--- src/rtl/c_pkg.sv ---
// Shared constants and helpers for the c_* merge/arbitration blocks.
// Holds the arbitration mode encodings and a constant clog2 for port sizing.
package c_pkg;

    localparam int RR_MODE_FIXED = 0;
    localparam int RR_MODE_RR    = 1;

    // Never returns less than 1 so single-bit indices stay legal.
    function automatic int clog2(input int n);
        int w;
        w = 1;
        while ((1 << w) < n) w++;
        return w;
    endfunction

endpackage

--- src/rtl/c_rr_arbiter.sv ---
// Combinational channel arbiter: round-robin from ptr or fixed lowest-index priority,
// with an override that restricts the grant to locked_ch while a packet is in flight.
module c_rr_arbiter import c_pkg::*; #(
    parameter int CHANNELS = 8,
    parameter int RR_MODE  = RR_MODE_RR,
    parameter int SEL_W    = clog2(CHANNELS)
) (
    input  logic [CHANNELS-1:0] req,
    input  logic [SEL_W-1:0]    ptr,
    input  logic                lock,
    input  logic [SEL_W-1:0]    locked_ch,
    output logic [CHANNELS-1:0] grant,
    output logic [SEL_W-1:0]    grant_idx,
    output logic                grant_valid
);

    int idx;

    always_comb begin
        grant       = '0;
        grant_idx   = '0;
        grant_valid = 1'b0;
        idx         = 0;
        if (lock) begin
            if (req[locked_ch]) begin
                grant_valid = 1'b1;
                grant_idx   = locked_ch;
            end
        end else begin
            // Wrap at CHANNELS, not 2^SEL_W, so odd channel counts never alias.
            for (int k = 0; k < CHANNELS; k++) begin
                idx = (RR_MODE == RR_MODE_RR) ? int'(ptr) + k : k;
                if (idx >= CHANNELS) idx = idx - CHANNELS;
                if (!grant_valid && req[idx[SEL_W-1:0]]) begin
                    grant_valid = 1'b1;
                    grant_idx   = idx[SEL_W-1:0];
                end
            end
        end
        if (grant_valid) grant[grant_idx] = 1'b1;
    end

endmodule

--- src/rtl/c_rr_mux_reg.sv ---
// Merges CHANNELS valid/ready streams onto one registered output stream with
// internal round-robin or fixed-priority selection and optional packet locking.
module c_rr_mux_reg import c_pkg::*; #(
    parameter int BITS     = 32,
    parameter int CHANNELS = 8,
    parameter int SEL_W    = clog2(CHANNELS),
    parameter int RR_MODE  = RR_MODE_RR,
    parameter int PACKET   = 0
) (
    input  logic                     clk,
    input  logic                     rst,
    input  logic [CHANNELS-1:0]      in_valid,
    input  logic [CHANNELS*BITS-1:0] in_data,
    input  logic [CHANNELS-1:0]      in_last,
    output logic [CHANNELS-1:0]      in_ready,
    output logic                     out_valid,
    output logic [BITS-1:0]          out_data,
    output logic                     out_last,
    output logic [SEL_W-1:0]         out_sel,
    input  logic                     out_ready
);

    typedef enum logic {IDLE, LOCKED} lock_state_t;

    lock_state_t         state_p0;
    logic [SEL_W-1:0]    ptr_p0;
    logic [SEL_W-1:0]    locked_ch_p0;

    logic                vld_p1;
    logic [BITS-1:0]     data_p1;
    logic                last_p1;
    logic [SEL_W-1:0]    sel_p1;

    logic                adv;
    logic                lock;
    logic                xfer;
    logic                gl;
    logic [BITS-1:0]     gdata;
    logic [CHANNELS-1:0] grant;
    logic [SEL_W-1:0]    grant_idx;
    logic                grant_valid;

    function automatic logic [SEL_W-1:0] wrap_inc(input logic [SEL_W-1:0] g);
        if (int'(g) == CHANNELS - 1) return '0;
        return g + 1'b1;
    endfunction

    assign lock = (PACKET != 0) && (state_p0 == LOCKED);

    c_rr_arbiter #(
        .CHANNELS (CHANNELS),
        .RR_MODE  (RR_MODE),
        .SEL_W    (SEL_W)
    ) u_arb (
        .req         (in_valid),
        .ptr         (ptr_p0),
        .lock        (lock),
        .locked_ch   (locked_ch_p0),
        .grant       (grant),
        .grant_idx   (grant_idx),
        .grant_valid (grant_valid)
    );

    // Stage p0 -> p1: grant selects one input beat into the output register.
    assign adv      = ~vld_p1 | out_ready;
    assign xfer     = adv & grant_valid & ~rst;
    assign in_ready = xfer ? grant : '0;
    assign gdata    = in_data[int'(grant_idx)*BITS +: BITS];
    assign gl       = in_last[grant_idx];

    always_ff @(posedge clk) begin
        if (rst) begin
            vld_p1       <= 1'b0;
            data_p1      <= '0;
            last_p1      <= 1'b0;
            sel_p1       <= '0;
            ptr_p0       <= '0;
            state_p0     <= IDLE;
            locked_ch_p0 <= '0;
        end else begin
            if (adv) begin
                vld_p1 <= xfer;
                if (xfer) begin
                    data_p1 <= gdata;
                    sel_p1  <= grant_idx;
                    last_p1 <= (PACKET != 0) ? gl : 1'b1;
                end
            end
            if (xfer && RR_MODE == RR_MODE_RR && (PACKET == 0 || gl))
                ptr_p0 <= wrap_inc(grant_idx);
            if (xfer && PACKET != 0) begin
                case (state_p0)
                    IDLE: if (!gl) begin
                        state_p0     <= LOCKED;
                        locked_ch_p0 <= grant_idx;
                    end
                    LOCKED: if (gl) state_p0 <= IDLE;
                    default: state_p0 <= IDLE;
                endcase
            end
        end
    end

    assign out_valid = vld_p1;
    assign out_data  = data_p1;
    assign out_last  = last_p1;
    assign out_sel   = sel_p1;

endmodule
--- config.mk ---
export PLATFORM = sky130hd
export DESIGN_NAME = c_rr_mux_reg
export DESIGN_NICKNAME = d
export VERILOG_FILES = /design/src/rtl/c_pkg.sv /design/src/rtl/c_rr_arbiter.sv /design/src/rtl/c_rr_mux_reg.sv
export SDC_FILE = /design/constraint.sdc
export NUM_CORES = 1
export LEC_CHECK = 0
export CORE_AREA = 5 5 111 134
export CTS_CLUSTER_DIAMETER = 200
export CTS_CLUSTER_SIZE = 16
export DETAILED_ROUTE_END_ITERATION = 7
export DIE_AREA = 0 0 116 139
export GPL_TIMING_DRIVEN = 1
export PLACE_DENSITY = 0.91
export SLEW_MARGIN = 20
export SYNTH_ARGS = -nofsm -noshare
export SYNTH_HDL_FRONTEND = slang
export SYNTH_SLANG_ARGS = --single-unit
export TNS_END_PERCENT = 50
--- constraint.sdc ---
create_clock -name clk -period 4.93 [get_ports clk]
set_clock_uncertainty 0.2 [all_clocks]
set_input_delay 0.7395 -clock clk [delete_from_list [all_inputs] [get_ports clk]]
set_output_delay 0.7395 -clock clk [all_outputs]
set_load 0.02 [all_outputs]
======== After elaboration in Yosys (flattened, before gate mapping) ========
Cells that the tools add are included.
cells by class
  $add $sub $neg .......................... 16
  order comparisons ....................... 18
  eq/ne operators ......................... 1
  shift-type cells ........................ 1
  muxes and demuxes ....................... 49
  bitwise operators ....................... 5
  reduce and logical (&&, ||, !) cells .... 16
operator list
  operator                                              number
  indexed part select 256 x 9 -> 32 bit                 1
  2-to-1 mux 3 bit                                      18
  < comparator 3 x 4 -> 1 bit (second input constant)   9
  >= comparator 4 bit (second input constant)           7
  binary-select mux 1 bit (select 3 bit)                8
  subtractor 3 x 1 -> 3 bit (second input constant)     8
  2-to-1 mux 1 bit                                      20
  adder 3 x 3 -> 4 bit (second input constant)          4
  2-to-1 mux 8 bit                                      2
  adder 3 x 2 -> 4 bit (second input constant)          2
  logical AND 1 bit                                     8
  logical NOT 1 bit                                     7
  adder 3 x 1 -> 4 bit (second input constant)          1
  >= comparator 3 x 4 -> 1 bit (second input constant)  1
  adder 3 x 1 -> 3 bit (second input constant)          1
  demux 1 bit (select 3 bit)                            1
  equality test 3 x 1 -> 1 bit (second input constant)  1
  >= comparator 3 x 1 -> 1 bit (second input constant)  1
  bitwise AND 1 bit                                     2
  NOT 1 bit                                             2
  AND reduction 2 bit                                   1
  bitwise OR 1 bit                                      1
word-level totals
  flip-flop bits (word level) ............. 40
  input bits .............................. 275
  output and inout bits ................... 45
  word-level logic and storage cells ...... 111

======== Logic depth before layout (Yosys ltp) ========
  word-level depth ........................ 32
  depth in mapped cells ................... 15
  mapped depth without buffers ............ 10

======== By module ========
Synthesis repeated with hierarchy kept, for this count alone.
second synthesis, totals
  cell total of the unflattened synthesis .. 571
  area, all modules ....................... 5112.4 um^2
modules (own cells, without submodules)
  module        instances  cells an instance  area each (um^2)  seq. area each (um^2)
  c_rr_mux_reg  1          412                3732.3            800.8
  c_rr_arbiter  1          159                1380.1            0.0

======== Least setup slack after synthesis ========
Ideal clock, no wire load.
  path kind ............................... register -> output
  start ................................... register ptr_p0[0]
  end ..................................... output in_ready[1]
  arrival ................................. 3.504 ns
  data required time ...................... 3.990 ns
  setup slack ............................. 0.487 ns
  cell stages (with the launch flop) ...... 15
  buffers on the path ..................... 4
  path through ............................ dfxtp_1 -> buf_6 -> inv_4 -> ha_1 -> buf_6 -> mux4_2 -> mux2i_2 -> a32oi_2 -> nor4b_4 -> o21ai_1 -> buf_2 -> buf_4 -> nor2_1 -> nand2_1 -> nor2_1
between the ends
  word-level cells in the longest chain between the ends .. 32
  elaborated cells on any way between the ends .. 86
  those cells by class .................... add/sub: 15; order compare: 10; mux: 44; bitwise: 2; reduce/logical: 15
RTL lines
  item                                                                           line                text
  start, declared                                                                c_rr_mux_reg.sv:26  logic [SEL_W-1:0] ptr_p0;
  start signal, assigned                                                         c_rr_mux_reg.sv:90  ptr_p0 <= wrap_inc(grant_idx);
  parallel branches: the longest is 31 deep, another holds adder 3 x 1 -> 4 bit  -
  2-to-1 mux 8 bit (*)                                                           c_rr_mux_reg.sv:67  assign in_ready = xfer ? grant : '0;
  end, declared                                                                  c_rr_mux_reg.sv:15  output logic [CHANNELS-1:0] in_ready,
Mark *: on every way between the ends. The select of a mux whose other input is x is not followed.

======== Worst setup path after layout ========
  start ................................... input in_valid[7]
  end ..................................... output in_ready[7]
between the ends
  word-level cells in the longest chain between the ends .. 30
  elaborated cells on any way between the ends .. 55
  those cells by class .................... order compare: 2; mux: 36; bitwise: 2; reduce/logical: 15
RTL lines
  item                                                                                               line                text
  start, declared                                                                                    c_rr_mux_reg.sv:12  input logic [CHANNELS-1:0] in_valid,
  binary-select mux 1 bit (select 3 bit)                                                             c_rr_arbiter.sv:34  if (!grant_valid && req[idx[SEL_W-1:0]]) begin
  2-to-1 mux 1 bit (implied by the code)                                                             c_rr_arbiter.sv:34
  2-to-1 mux 1 bit                                                                                   c_rr_arbiter.sv:34
  logical NOT 1 bit                                                                                  c_rr_arbiter.sv:34
  logical AND 1 bit                                                                                  c_rr_arbiter.sv:34
  2-to-1 mux 1 bit                                                                                   c_rr_arbiter.sv:34
  logical NOT 1 bit                                                                                  c_rr_arbiter.sv:34
  logical AND 1 bit                                                                                  c_rr_arbiter.sv:34
  (+14 left out)                                                                                     -
  logical AND 1 bit                                                                                  c_rr_arbiter.sv:34
  2-to-1 mux 3 bit                                                                                   c_rr_arbiter.sv:34
  < comparator 3 x 4 -> 1 bit (implied by the code) or >= comparator 3 x 1 -> 1 bit (tied branches)  c_rr_arbiter.sv:40  if (grant_valid) grant[grant_idx] = 1'b1;
  logical AND 1 bit (implied by the code)                                                            c_rr_arbiter.sv:40
  2-to-1 mux 1 bit (implied by the code)                                                             c_rr_arbiter.sv:40
  demux 1 bit (select 3 bit)                                                                         -
  2-to-1 mux 8 bit                                                                                   c_rr_arbiter.sv:40
  2-to-1 mux 8 bit (*)                                                                               c_rr_mux_reg.sv:67
Every way passes the cells marked *; elsewhere a longest branch is shown, timed or not. The select of a mux whose other input is x is not followed.

==> flow_summary.yaml <==
status:
  status: "finished, final reports clean"
global_route:
  grt_overflow: 0
  grt_pass1_wl_mm: 30.93
  grt_start_max_net_pins: 85
  track_usage: 0.2421
  grt_pass1_vias: 5902
  antenna_found_initial: 1
route:
  num_vias: 5953
  dr.pass1.iters: 4
  post_drt_wl_per_cell_um: 20.31
  drc: 0
  viasPerCell: 5.708
  ant_nets: 0
  wl_mm: 21.18
  first_iter_violations: 424
die:
  rows: 47
  die_area_sq_um: 16120
  io_pins: 320
  start_util: 0.3593
  core_area_sq_um: 13530
  fp.dieH_um: 139
  die_w_um: 116
timing:
  relSlewSlack: 0.4179
  slew_viol_final: 0
  max_freq_ghz: 0.2079
  setup_slack_ns: 0.1199
  finalCriticalPeriod_ns: 4.810
  hold_violations: 0
  finalSetupTns_ns: 0
  worst_slew_pin_slew_ns: 0.8731
  min_period_over_period: 0.9757
  rsz0062_at_grt: "false"
  finalSetupViolations: 0
power_and_ir_drop:
  vdd_drop_max_mv: 0.7989
  p_per_area_nw_per_um2: 704.3
  switching_power_w: 0.002944
  p_seq_frac: 0.093
  clockPowerShare: 0.069
  swShare: 0.5006
  power.internal_w: 0.002936
  power_leakage_nw: 3.304
  comb_power_share: 0.839
yosys:
  yosysTopAreaCell: "dfxtp_1"
  synth_top_cell_area_share: 0.1648
  synth_area_sq_um: 4860
  synthArstFlopShare: 0
  synth_edf_count: 0
  syn_avg_cell_area_sq_um: 8.336
  yosys_warnings: 0
  yosysMostFrequentCell: "nand2_1"
  yosysSeqAreaShare: 0.1648
  ys.flop_type: "dfxtp_1"
  synthTopCellsByArea: "dfxtp_1 16%, mux2i_1 12%, o211ai_1 8.0%"
  syn_nets: 860
  synthCells: 583
  synth_common_cells: "96 x nand2_1, 59 x mux2i_1, 52 x o211ai_1"
  ys_ff_latch: 40
  synthDistinctLibCells: 60
cts:
  cts_buffers: 5
  post-cts-setup-buffer-count: 0
  htreeDepth: 2
  cts_max_path_buffers: 2
  ctsHoldBuffers: 0
  cts_tree: "built"
  cts_sinks: 40
  clock_latency_ns: 0.28
  clk_pin_slew_ns: 0.06
  root_buffer: "clkbuf_16"
final_layout:
  postLayoutCoreUtil: 0.6173
  n_antenna_cell: 0
  drive_above_1_share: 0.1296
  final_cell_count_no_fill: 1043
  final_cell_area_sq_um: 8349
  area_growth_pct: 71.81
  fill_cells: 1134
  layout.nets: 1148
placed_design:
  place_ws_ns: 0.01208
  place_area_sq_um: 8124
  place.port_buffers: 311
  placedCellCount: 1035
  place_congestion: 0.9556
  dp_hpwl_mm: 16.63
setup_path:
  cp_max_fo: 9
  required_ns: 3.99
  worstPathArrival_ns: 3.87
  end_kind: "output pin"
  regToRegStartpoint: "ptr_p0[0]$_SDFFE_PP0P_"
  worst_setup_path_start_kind: "input port"
  startpoint: "in_valid[7]"
  path_class: "in -> out"
min_path:
  hold_start: "out_sel[2]$_SDFFE_PP0P_"
  hp-class: "reg -> reg"
run:
  cap_violations: 0
per-stage QoR:
step	hold slack, ns	power (W)
after global placement	0.2299	0.005332
after CTS	0.2439	0.005863
after floorplan	0.3206	0.004110
after detailed placement	0.2337	0.005420
after global routing	0.2659	0.006280
final	0.2403	0.005880
sequential cells by signal (all words and copies together), names as in the netlist:
signal	count
out_sel	3
out_last	1
ptr_p0	3
out_data	32
out_valid	1
cell type report:
cell class	count	area [sq um]	share of cell area
multi-input combinational	460	3709	0.4442
timing repair buffer	340	3351	0.4013
sequential	40	800.8	0.09591
tap	171	214.0	0.02563
clock buffer	7	152.6	0.01828
inverter	24	92.59	0.01109
clock inverter	1	30.03	0.003597
cell families after synthesis:
| kind of cell | Yosys count | share of synthesized area |
|---|---|---|
| AO/OA/AOI/OAI | 185 | 0.3012 |
| XOR/XNOR | 4 | 0.007210 |
| adder cells (fa/ha/maj) | 2 | 0.005149 |
| multiplexers | 111 | 0.2835 |
| AND/OR/NAND/NOR | 158 | 0.1555 |
| buffers and inverters | 83 | 0.08265 |
| flip-flops | 40 | 0.1648 |
routing by layer:
metal	global-route usage	wire [um]	part of all wire
met1	0.2513	7381	0.35
met2	0.4395	10770	0.51
met3	0.07900	2240	0.11
met4	0.09774	779	0.037
met5	0	7	0.00033
power by group through the flow:
| stage | logic (W) | clock network (W) | registers, W |
|---|---|---|---|
| final | 0.00493 | 0.000404 | 0.000545 |
| after global routing | 0.00529 | 0.000426 | 0.000561 |
| after CTS | 0.00490 | 0.000415 | 0.000544 |
| after detailed placement | 0.00487 | 0 | 0.000550 |
| after global placement | 0.00479 | 0 | 0.000543 |
| after floorplan | 0.00343 | 0 | 0.000677 |
critical path, stage by stage:
cell,delay [ns]
clkdlybuf4s50_1,0.56
mux4_2,0.58
a21oi_2,0.26
a32oi_2,0.19
nor4b_4,0.41
o21ai_4,0.09
nor2_2,0.23
nand2_1,0.11
nor2_1,0.09
clkdlybuf4s50_1,0.60
cell usage in the layout, fill, tap and decap left out, types with 7 or more instances in the layout:
master	Yosys	routed
mux2_2	32	32
a32o_1	18	18
nand2_1	96	95
o21ai_0	7	7
o211ai_2	10	10
a221o_1	17	17
a21oi_1	41	41
dlymetal6s2s_1	0	8
nand3b_1	20	20
o2111ai_1	15	15
buf_4	9	29
nor2_1	14	12
inv_1	22	22
o211ai_1	52	52
mux2i_1	59	58
dfxtp_1	40	40
clkdlybuf4s50_1	0	303
mux4_2	11	13
worst paths after layout:
| path | to | slack [ns] | depth (start not counted) |
|---|---|---|---|
| worst max register to register | out_data[10]$_SDFFE_PP0P_ | 0.83 | 12 |
| worst max-delay path | in_ready[7] | 0.12 | 10 |
| worst min register to register | out_sel[2]$_SDFFE_PP0P_ | 0.24 | 2 |
| worst min-delay path | out_sel[2]$_SDFFE_PP0P_ | 0.24 | 2 |
what timing repair did:
item / 4_1_cts / 5_1_grt
pin swaps: 0 / 1
setup endpoints to repair: 8 / 8
resized for setup: 2 / 16
Power figures use the tool's default switching activity.
